<file path="src/rtl/bkram_sd_streamer.sv">
// Backup RAM <-> SD save image streamer.
// Moves the 32 KB cartridge nvram to and from the mounted SD save image one
// 512-byte sector at a time. It issues sd_rd/sd_wr sector requests to user_io
// and shuttles sector bytes between the user_io buffer and nvram port B.
module bkram_sd_streamer #(
  parameter int SECT_W = 6,
  parameter int SLOT_W = 2,
  parameter int TMO_W  = 24
) (
  input  logic                clk_sys,
  input  logic                reset,
  input  logic                ioctl_download,
  input  logic                img_mounted,
  input  logic [31:0]         img_size,
  input  logic                bk_load,
  input  logic                bk_save,
  input  logic [SLOT_W-1:0]   slot,
  output logic [31:0]         sd_lba,
  output logic                sd_rd,
  output logic                sd_wr,
  input  logic                sd_ack,
  input  logic [8:0]          sd_buff_addr,
  input  logic [7:0]          sd_buff_dout,
  input  logic                sd_buff_wr,
  output logic [7:0]          sd_buff_din,
  output logic [SECT_W+8:0]   nv_addr,
  output logic                nv_we,
  output logic [7:0]          nv_d,
  input  logic [7:0]          nv_q,
  output logic                bk_ena,
  output logic                bk_busy,
  output logic                bk_err
);

  typedef enum logic [1:0] {
    ST_IDLE,
    ST_REQ,
    ST_XFER
  } state_t;

  state_t            state;
  logic              loading;
  logic              load_d;
  logic              save_d;
  logic              dl_d;
  logic              ack_d;
  logic [TMO_W-1:0]  tmo_cnt;

  logic              load_lvl;
  logic              save_lvl;
  logic              load_trig;
  logic              save_trig;
  logic              ack_rise;
  logic              ack_fall;
  logic              last_sect;
  logic [31:0]       slot_base;

  // Trigger levels only count while a save image is present; edges are
  // detected against the copies registered one cycle earlier.
  assign load_lvl  = bk_load & bk_ena;
  assign save_lvl  = bk_save & bk_ena;
  assign load_trig = load_lvl & ~load_d;
  assign save_trig = save_lvl & ~save_d;
  assign ack_rise  = sd_ack & ~ack_d;
  assign ack_fall  = ~sd_ack & ack_d;
  assign last_sect = &sd_lba[SECT_W-1:0];
  assign slot_base = {{(32-SLOT_W-SECT_W){1'b0}}, slot, {SECT_W{1'b0}}};

  // Sector bytes map straight onto nvram: the sector number within the slot
  // selects the 512-byte page, the buffer index selects the byte.
  assign nv_addr     = {sd_lba[SECT_W-1:0], sd_buff_addr};
  assign nv_d        = sd_buff_dout;
  assign nv_we       = sd_buff_wr & sd_ack & loading & (state == ST_XFER);
  assign sd_buff_din = nv_q;

  // Delayed copies of the trigger levels, download flag and sd_ack.
  always_ff @(posedge clk_sys) begin
    if (reset) begin
      load_d <= 1'b0;
      save_d <= 1'b0;
      dl_d   <= 1'b0;
      ack_d  <= 1'b0;
    end else begin
      load_d <= load_lvl;
      save_d <= save_lvl;
      dl_d   <= ioctl_download;
      ack_d  <= sd_ack;
    end
  end

  // A new download invalidates the save image until a mount is seen during it;
  // a mount in the same cycle as the download edge keeps the image enabled.
  always_ff @(posedge clk_sys) begin
    if (reset) begin
      bk_ena <= 1'b0;
    end else if (ioctl_download && img_mounted && (img_size != 32'd0)) begin
      bk_ena <= 1'b1;
    end else if (ioctl_download && !dl_d) begin
      bk_ena <= 1'b0;
    end
  end

  // Sector sequencer: request a sector, wait for user_io to move it, advance
  // to the next sector of the slot until the last one is done.
  always_ff @(posedge clk_sys) begin
    if (reset) begin
      state   <= ST_IDLE;
      loading <= 1'b0;
      bk_busy <= 1'b0;
      bk_err  <= 1'b0;
      sd_lba  <= 32'd0;
      sd_rd   <= 1'b0;
      sd_wr   <= 1'b0;
      tmo_cnt <= '0;
    end else begin
      case (state)
        ST_IDLE: begin
          if (load_trig || save_trig) begin
            loading <= load_trig;
            bk_busy <= 1'b1;
            bk_err  <= 1'b0;
            sd_lba  <= slot_base;
            sd_rd   <= load_trig;
            sd_wr   <= ~load_trig;
            tmo_cnt <= '0;
            state   <= ST_REQ;
          end
        end
        ST_REQ: begin
          if (ack_rise) begin
            sd_rd   <= 1'b0;
            sd_wr   <= 1'b0;
            tmo_cnt <= '0;
            state   <= ST_XFER;
          end else if (&tmo_cnt) begin
            sd_rd   <= 1'b0;
            sd_wr   <= 1'b0;
            bk_err  <= 1'b1;
            bk_busy <= 1'b0;
            tmo_cnt <= '0;
            state   <= ST_IDLE;
          end else begin
            tmo_cnt <= tmo_cnt + TMO_W'(1);
          end
        end
        ST_XFER: begin
          if (ack_fall) begin
            if (last_sect) begin
              bk_busy <= 1'b0;
              state   <= ST_IDLE;
            end else begin
              sd_lba[SECT_W-1:0] <= sd_lba[SECT_W-1:0] + SECT_W'(1);
              sd_rd   <= loading;
              sd_wr   <= ~loading;
              tmo_cnt <= '0;
              state   <= ST_REQ;
            end
          end
        end
        default: begin
          state <= ST_IDLE;
        end
      endcase
    end
  end

endmodule
</file>
<file path="config.mk">
export PLATFORM = sky130hd
export DESIGN_NAME = bkram_sd_streamer
export DESIGN_NICKNAME = d
export VERILOG_FILES = /design/src/rtl/bkram_sd_streamer.sv
export SDC_FILE = /design/constraint.sdc
export NUM_CORES = 1
export LEC_CHECK = 0
export CELL_PAD_IN_SITES_DETAIL_PLACEMENT = 1
export CELL_PAD_IN_SITES_GLOBAL_PLACEMENT = 2
export CORE_MARGIN = 2
export CORE_UTILIZATION = 20
export CTS_BUF_LIST = sky130_fd_sc_hd__clkbuf_8
export CTS_CLUSTER_DIAMETER = 60
export DETAILED_ROUTE_END_ITERATION = 6
export GPL_TIMING_DRIVEN = 0
export PLACE_DENSITY_LB_ADDON = 0.1
export SLEW_MARGIN = 20
export SYNTH_ARGS = -nofsm -noshare
export SYNTH_HDL_FRONTEND = slang
export SYNTH_SLANG_ARGS = --single-unit
</file>
<file path="constraint.sdc">
create_clock -name clk_sys -period 1.9 [get_ports clk_sys]
set_input_delay 0.57 -clock clk_sys [delete_from_list [all_inputs] [get_ports clk_sys]]
set_output_delay 0.57 -clock clk_sys [all_outputs]
set_load 0.01 [all_outputs]
</file>
==> results of run 1 <==
==> synth_stat cells, drive strengths merged (2+ instances only) <==
| library cell | instances |
|---|---|
| a211oi | 3 |
| a21oi | 32 |
| and2 | 4 |
| and3 | 7 |
| and4 | 5 |
| buf | 59 |
| clkbuf | 3 |
| dfxtp | 44 |
| ha | 6 |
| inv | 9 |
| mux2i | 3 |
| nand2 | 20 |
| nand2b | 2 |
| nand3 | 12 |
| nand4 | 8 |
| nor2 | 15 |
| nor2b | 4 |
| nor4 | 9 |
| o2111a | 2 |
| o2111ai | 2 |
| o211ai | 4 |
| o21ai | 25 |
| o31ai | 7 |
| or3 | 14 |
| or4 | 7 |
| xnor2 | 3 |
| xor2 | 2 |
==> final cells by class <==
cell class                 count  area share (%)
buffer                        63            11.0
clock buffer                   7            2.07
inverter                       9           0.805
multi-input combinational    236            37.9
sequential                    44            19.5
tap                          176            4.72
timing repair buffer         113            24.0
==> logic make-up after synthesis <==
logic type                 Yosys count  share of synthesized area, %
adders and majority gates            6                          2.75
muxes                                4                          1.52
and+or+nand+nor                    114                          24.8
AOI/OAI and AO/OA                   82                          18.5
buffers and inverters               72                          18.4
xor gates and xnor gates             5                          1.61
DFF                                 44                          32.3
other                                1                         0.138
==> worst max-delay path, cell delays in order (launching register included) <==
cell	delay, ps
dfxtp_2	360
inv_2	60
buf_6	120
ha_4	170
buf_8	120
a2111o_1	430
buf_6	140
or4_4	410
a21oi_2	120
==> report_power, final <==
group / switching, mW / internal [mW]
clock network: 0.333 / 0.324
registers: 0.0569 / 0.991
logic: 0.733 / 0.848
==> sequential cells by signal (all words and copies together), names as in the netlist <==
register  count
tmo_cnt      24
sd_lba        8
load_d        1
save_d        1
sd_rd         1
sd_wr         1
state         2
bk_busy       1
ack_d         1
loading       1
bk_err        1
dl_d          1
bk_ena        1
==> cell usage in the layout (no fill, tap or decap), types with 6 or more instances in the layout <==
cell type,Yosys,routed
nand2_1,20,18
buf_6,1,8
inv_1,9,7
or3_1,14,13
a21oi_2,0,19
dfxtp_2,0,9
nand4_1,8,8
buf_4,55,74
nand3_1,12,8
nor4_1,8,8
conb_1,1,24
a21oi_1,32,12
and3_1,6,6
clkdlybuf4s50_1,0,76
clkbuf_8,0,9
nor2_2,1,6
dfxtp_1,44,31
nor2_1,14,8
o21ai_0,22,16
o31ai_1,7,6
==> per-stage QoR <==
step	hold WS [ps]	setup WS (ps)	util, %	TNS [ps]	std cells
after CTS	464	-155	33.3	-2690	644
final	458	-90.5	35.1	-1560	648
after global routing	498	-167	35.1	-3770	648
after floorplan	448	3.98	-	0	351
after detailed placement	451	-943	29.5	-31000	613
after global placement	444	-938	29.5	-30580	613
==> how the worst min path moves through the flow <==
stage | start | end | cells after the start
6_report | sd_lba[6]$_SDFFE_PP0P_ | sd_lba[6]$_SDFFE_PP0P_ | 2
4_1_cts | sd_lba[6]$_SDFFE_PP0P_ | sd_lba[6]$_SDFFE_PP0P_ | 2
3_5_place_dp | sd_lba[6]$_SDFFE_PP0P_ | sd_lba[6]$_SDFFE_PP0P_ | 2
2_1_floorplan | tmo_cnt[22]$_SDFFE_PP0P_ | tmo_cnt[22]$_SDFFE_PP0P_ | 2
5_1_grt | sd_wr$_SDFFE_PP0P_ | sd_wr$_SDFFE_PP0P_ | 2
3_3_place_gp | sd_lba[6]$_SDFFE_PP0P_ | sd_lba[6]$_SDFFE_PP0P_ | 2
==> routing by layer <==
layer | track usage [%] | vias up
met5 | 0 | -
met1 | 15.2 | 1350
met2 | 22.2 | 90
met4 | 4.51 | 0
met3 | 3.07 | 8
li1 | - | 1413
==> timing repair <==
action / CTS / global route
cloned: 3 / 1
endpoints found under the setup margin: 47 / 42
pin swaps: 17 / 14
buffers inserted: 21 / 3
gates resized for setup: 66 / 58
endpoints found under the hold margin: 0 / 0
==> flow_summary.yaml, run 1 <==
status:
  outcome: "complete, but fails checks"
  violations: "negative setup slack"
floorplan:
  initial_core_util_pct: 20.5
  rows: 42
  core_mm2: 0.0133
  die_w_um: 121
  die_h_um: 121
  ios: 136
  die-area_mm2: 0.0146
timing:
  layout_setup_ws_ps: -90.5
  slew_headroom_pct: 66.4
  worstMarginPinSlew_ps: 504
  setup_viol: 29
  slew_viol_final: 0
  fmax_ghz: 0.502
  layout_min_cycle_time_ps: 1990
  rsz0062_at_grt: "true"
  skew_ps: 5.17
  hold_viol: 0
  period_share_pct: 105
clock_network:
  htreeDepth: 2
  cts_buffers: 5
  cts.sinks: 44
  clk_pin_slew_ps: 80
  cts-root-buf: "clkbuf_8"
  cts_hold_buf: 0
  cts_tree: "yes"
  clock_latency_ps: 310
  clockBufferDepth: 2
final_layout:
  n_antenna_cell: 0
  ff_latch_area_um2: 907
  layout-drive-gt1-share_pct: 37.9
  nFillCells: 1542
  fin_area_mm2: 0.00466
  multi_input_area_mm2: 0.00177
  nNetsFinal: 545
  area_delta_synth_final_pct: 71.0
yosys:
  ys_types: 55
  ys_async_sr_fraction_pct: 0
  syn_inst: 328
  synth_top_cell_by_area: "dfxtp_1"
  yosysTopAreaCellShare_pct: 32.3
  yosysSeqAreaShare_pct: 32.3
  syn_area_mm2: 0.00273
  synth_area_per_cell_um2: 8.31
  synth_edf_count: 0
  synthTopCellsByArea: "dfxtp_1, buf_4, a21oi_1"
  ys_ff_latch: 44
  yosys_warnings: 0
  ys.flop_type: "dfxtp_1"
power_and_ir_drop:
  power_mw: 3.29
  irDropWorstVdd_v: 0.000253
  power.density_mw_per_mm2: 705
  p_leak_nw: 1.80
placed_design:
  placed_area_mm2: 0.00392
  io_buffers: 86
  hpwl_um: 6660
  gp_congestion: 0.742
grt:
  grt_pass1_wl_um: 14800
  grt_use_total_pct: 12.7
  grt_max_degree: 13
  gr-total-overflow: 0
  antenna_found_initial: 0
  grt_pass1_vias: 2983
route:
  drtIter0Drc: 71
  route.met3.wl_um: 504
  routedWlPerCell_um: 14.3
  dr.pass1.iters: 4
  wl_met2_um: 4700
  num_vias: 2861
  drc_errors: 0
  ant_nets: 0
  viasPerCell: 4.42
  maxUsedRoutingLayer: "met4"
  drt_wl_total_um: 9290
  met1Wirelength_um: 3950
critical_path:
  r2r-start: "state[0]$_SDFFE_PP0P_"
  r2r_end: "sd_lba[5]$_SDFFE_PP0P_"
  reg2reg_depth: 8
  critPathCapture: "sd_lba[5]$_SDFFE_PP0P_"
  required_ps: 2140
  endpoint_kind: "register"
  worstPathArrival_ps: 2230
  path_class: "register to register"
  start_kind: "register"
  regToRegSetupSlack_ps: -90
  cp_max_fo: 7
  critPathLaunch: "state[0]$_SDFFE_PP0P_"
job:
  cap_violations: 0
hold_path:
  holdCritPathClass: "register to register"
Note: power is estimated with default switching activity, not from simulation.
==> inputs of run 2 (changes only) <==
--- a/config.mk
+++ b/config.mk
@@ -13,7 +13,7 @@
 export CTS_CLUSTER_DIAMETER = 60
 export DETAILED_ROUTE_END_ITERATION = 6
 export GPL_TIMING_DRIVEN = 0
-export PLACE_DENSITY_LB_ADDON = 0.1
+export PLACE_DENSITY = 0.82
 export SLEW_MARGIN = 20
 export SYNTH_ARGS = -nofsm -noshare
 export SYNTH_HDL_FRONTEND = slang
==> flow_summary.yaml, run 2 (synthesis gave the netlist of run 1 again) <==
status:
  outcome: "complete, but fails checks"
  violations: "negative setup slack"
final_layout:
  nNetsFinal: 549
  fin_util_pct: 35.0
  stdcell_count: 653
  layout_commonest_cell: "buf_4"
  area_delta_synth_final_pct: 70.7
  largest_register: "tmo_cnt"
  layout-drive-gt1-share_pct: 35.8
  largest_register_ffs: 24
  layout_common_cells: "buf_4, clkdlybuf4s50_1, dfxtp_1, a21oi_1, conb_1"
  n_antenna_cell: 0
  reg_top3: "tmo_cnt (24), sd_lba (8), state (2)"
timing:
  layout_setup_ws_ps: -139
  whs_ps: 471
  final.setup.tns_ps: -780
  layout_min_cycle_time_ps: 2040
  rsz0062_at_grt: "true"
  slew_viol_final: 0
  period_share_pct: 107
  skew_ps: 8.15
  setup_viol: 18
  fmax_ghz: 0.490
  worstMarginPinSlew_ps: 562
  hold_viol: 0
  slew_headroom_pct: 62.5
hold_path:
  holdCritPathClass: "register to register"
clock_network:
  htreeDepth: 2
  clk_pin_slew_ps: 90
  cts-root-buf: "clkbuf_8"
  cts.sinks: 44
  clockBufferDepth: 2
  cts_tree: "yes"
  cts_buffers: 5
  clock_latency_ps: 310
power_and_ir_drop:
  power.density_mw_per_mm2: 682
  irDropWorstVdd_v: 0.000358
  p_leak_nw: 1.81
floorplan:
  die-area_mm2: 0.0146
  ios: 136
  die_h_um: 121
  core_mm2: 0.0133
  initial_core_util_pct: 20.5
  rows: 42
  die_w_um: 121
route:
  drt_wl_total_um: 9450
  viasPerCell: 4.54
  num_vias: 2962
  routedWlPerCell_um: 14.5
  dr.pass1.iters: 4
  drtIter0Drc: 111
  drc_errors: 0
  ant_nets: 0
critical_path:
  critPathTopFamily: "compound AO/OA/AOI/OAI gates"
  path_class: "register to register"
  required_ps: 2140
  critical_path.cell_chain: "inv_4 -> ha_4 -> buf_6 -> nand3_4 -> nor2_4 -> a2111o_1 -> or4_1 -> a21oi_2"
  regToRegSetupSlack_ps: -140
  slowest_stage: "a2111o_1"
  start_kind: "register"
  crit_buf_inv: 2
  slowest_delay_ps: 510
  worstPathArrival_ps: 2280
  cp_max_fo: 6
  endpoint_kind: "register"
placed_design:
  gp_congestion: 0.760
  dp.cells: 613
  hpwl_um: 6480
  io_buffers: 86
grt:
  antenna_found_initial: 0
  grt_pass1_wl_um: 14400
  grt_pass1_vias: 3005
  grt_max_degree: 15
  grt_use_total_pct: 12.1
  gr-total-overflow: 0
job:
  cap_violations: 0
run 2: metrics by stage:
stage | power, mW | area, um^2 | setup WS, ps
after floorplan | 1.68 | 2840 | 3.98
after global placement | 2.04 | 3920 | -877
after detailed placement | 2.07 | 3920 | -880
after CTS | 2.99 | 4370 | -143
after global routing | 3.35 | 4650 | -193
final | 3.17 | 4650 | -139
run 2: timing repair:
action | CTS | global route
hold buffers | 0 | 0
resized for setup | 59 | 67
endpoints found under the setup margin | 47 | 42
pin swaps | 18 | 19
cloned | 2 | 1
setup buffers | 19 | 11
run 2: worst paths after layout:
check | from | to | cells past startpoint
max | state[0]$_SDFFE_PP0P_ | sd_lba[5]$_SDFFE_PP0P_ | 8
min reg2reg | sd_wr$_SDFFE_PP0P_ | sd_wr$_SDFFE_PP0P_ | 2
max reg2reg | state[0]$_SDFFE_PP0P_ | sd_lba[5]$_SDFFE_PP0P_ | 8
min | sd_wr$_SDFFE_PP0P_ | sd_wr$_SDFFE_PP0P_ | 2
run 2: per-layer routing:
metal	vias to the layer above	share of wire (%)	track usage [%]	wire, um
met4	0	1.3	3.13	124
met1	1426	41	13.9	3900
li1	1422	-	-	-
met3	8	5.4	2.69	507
met5	-	0	0	0
met2	106	52	22.6	4920
run 2: final cells by class:
| cell class | instances | area (um^2) |
|---|---|---|
| timing repair buffer | 117 | 1150 |
| buffer | 62 | 484 |
| inverter | 9 | 40.0 |
| tap | 176 | 220 |
| sequential | 44 | 917 |
| clock buffer | 5 | 68.8 |
| multi-input combinational | 237 | 1760 |
| clock inverter | 3 | 18.8 |
| fill | 1571 | 8640 |
run 2: power breakdown:
part / leakage (nW) / total [mW] / switching [mW] / internal, mW
clock: 0.0479 / 0.604 / 0.347 / 0.257
combinational: 1.40 / 1.50 / 0.709 / 0.788
sequential: 0.365 / 1.07 / 0.0740 / 0.996
run 2: worst min-delay path, stage by stage, from the launching register on:
cell and delay [ps]:
dfxtp_1 320, nand2_1 60, mux2i_1 50
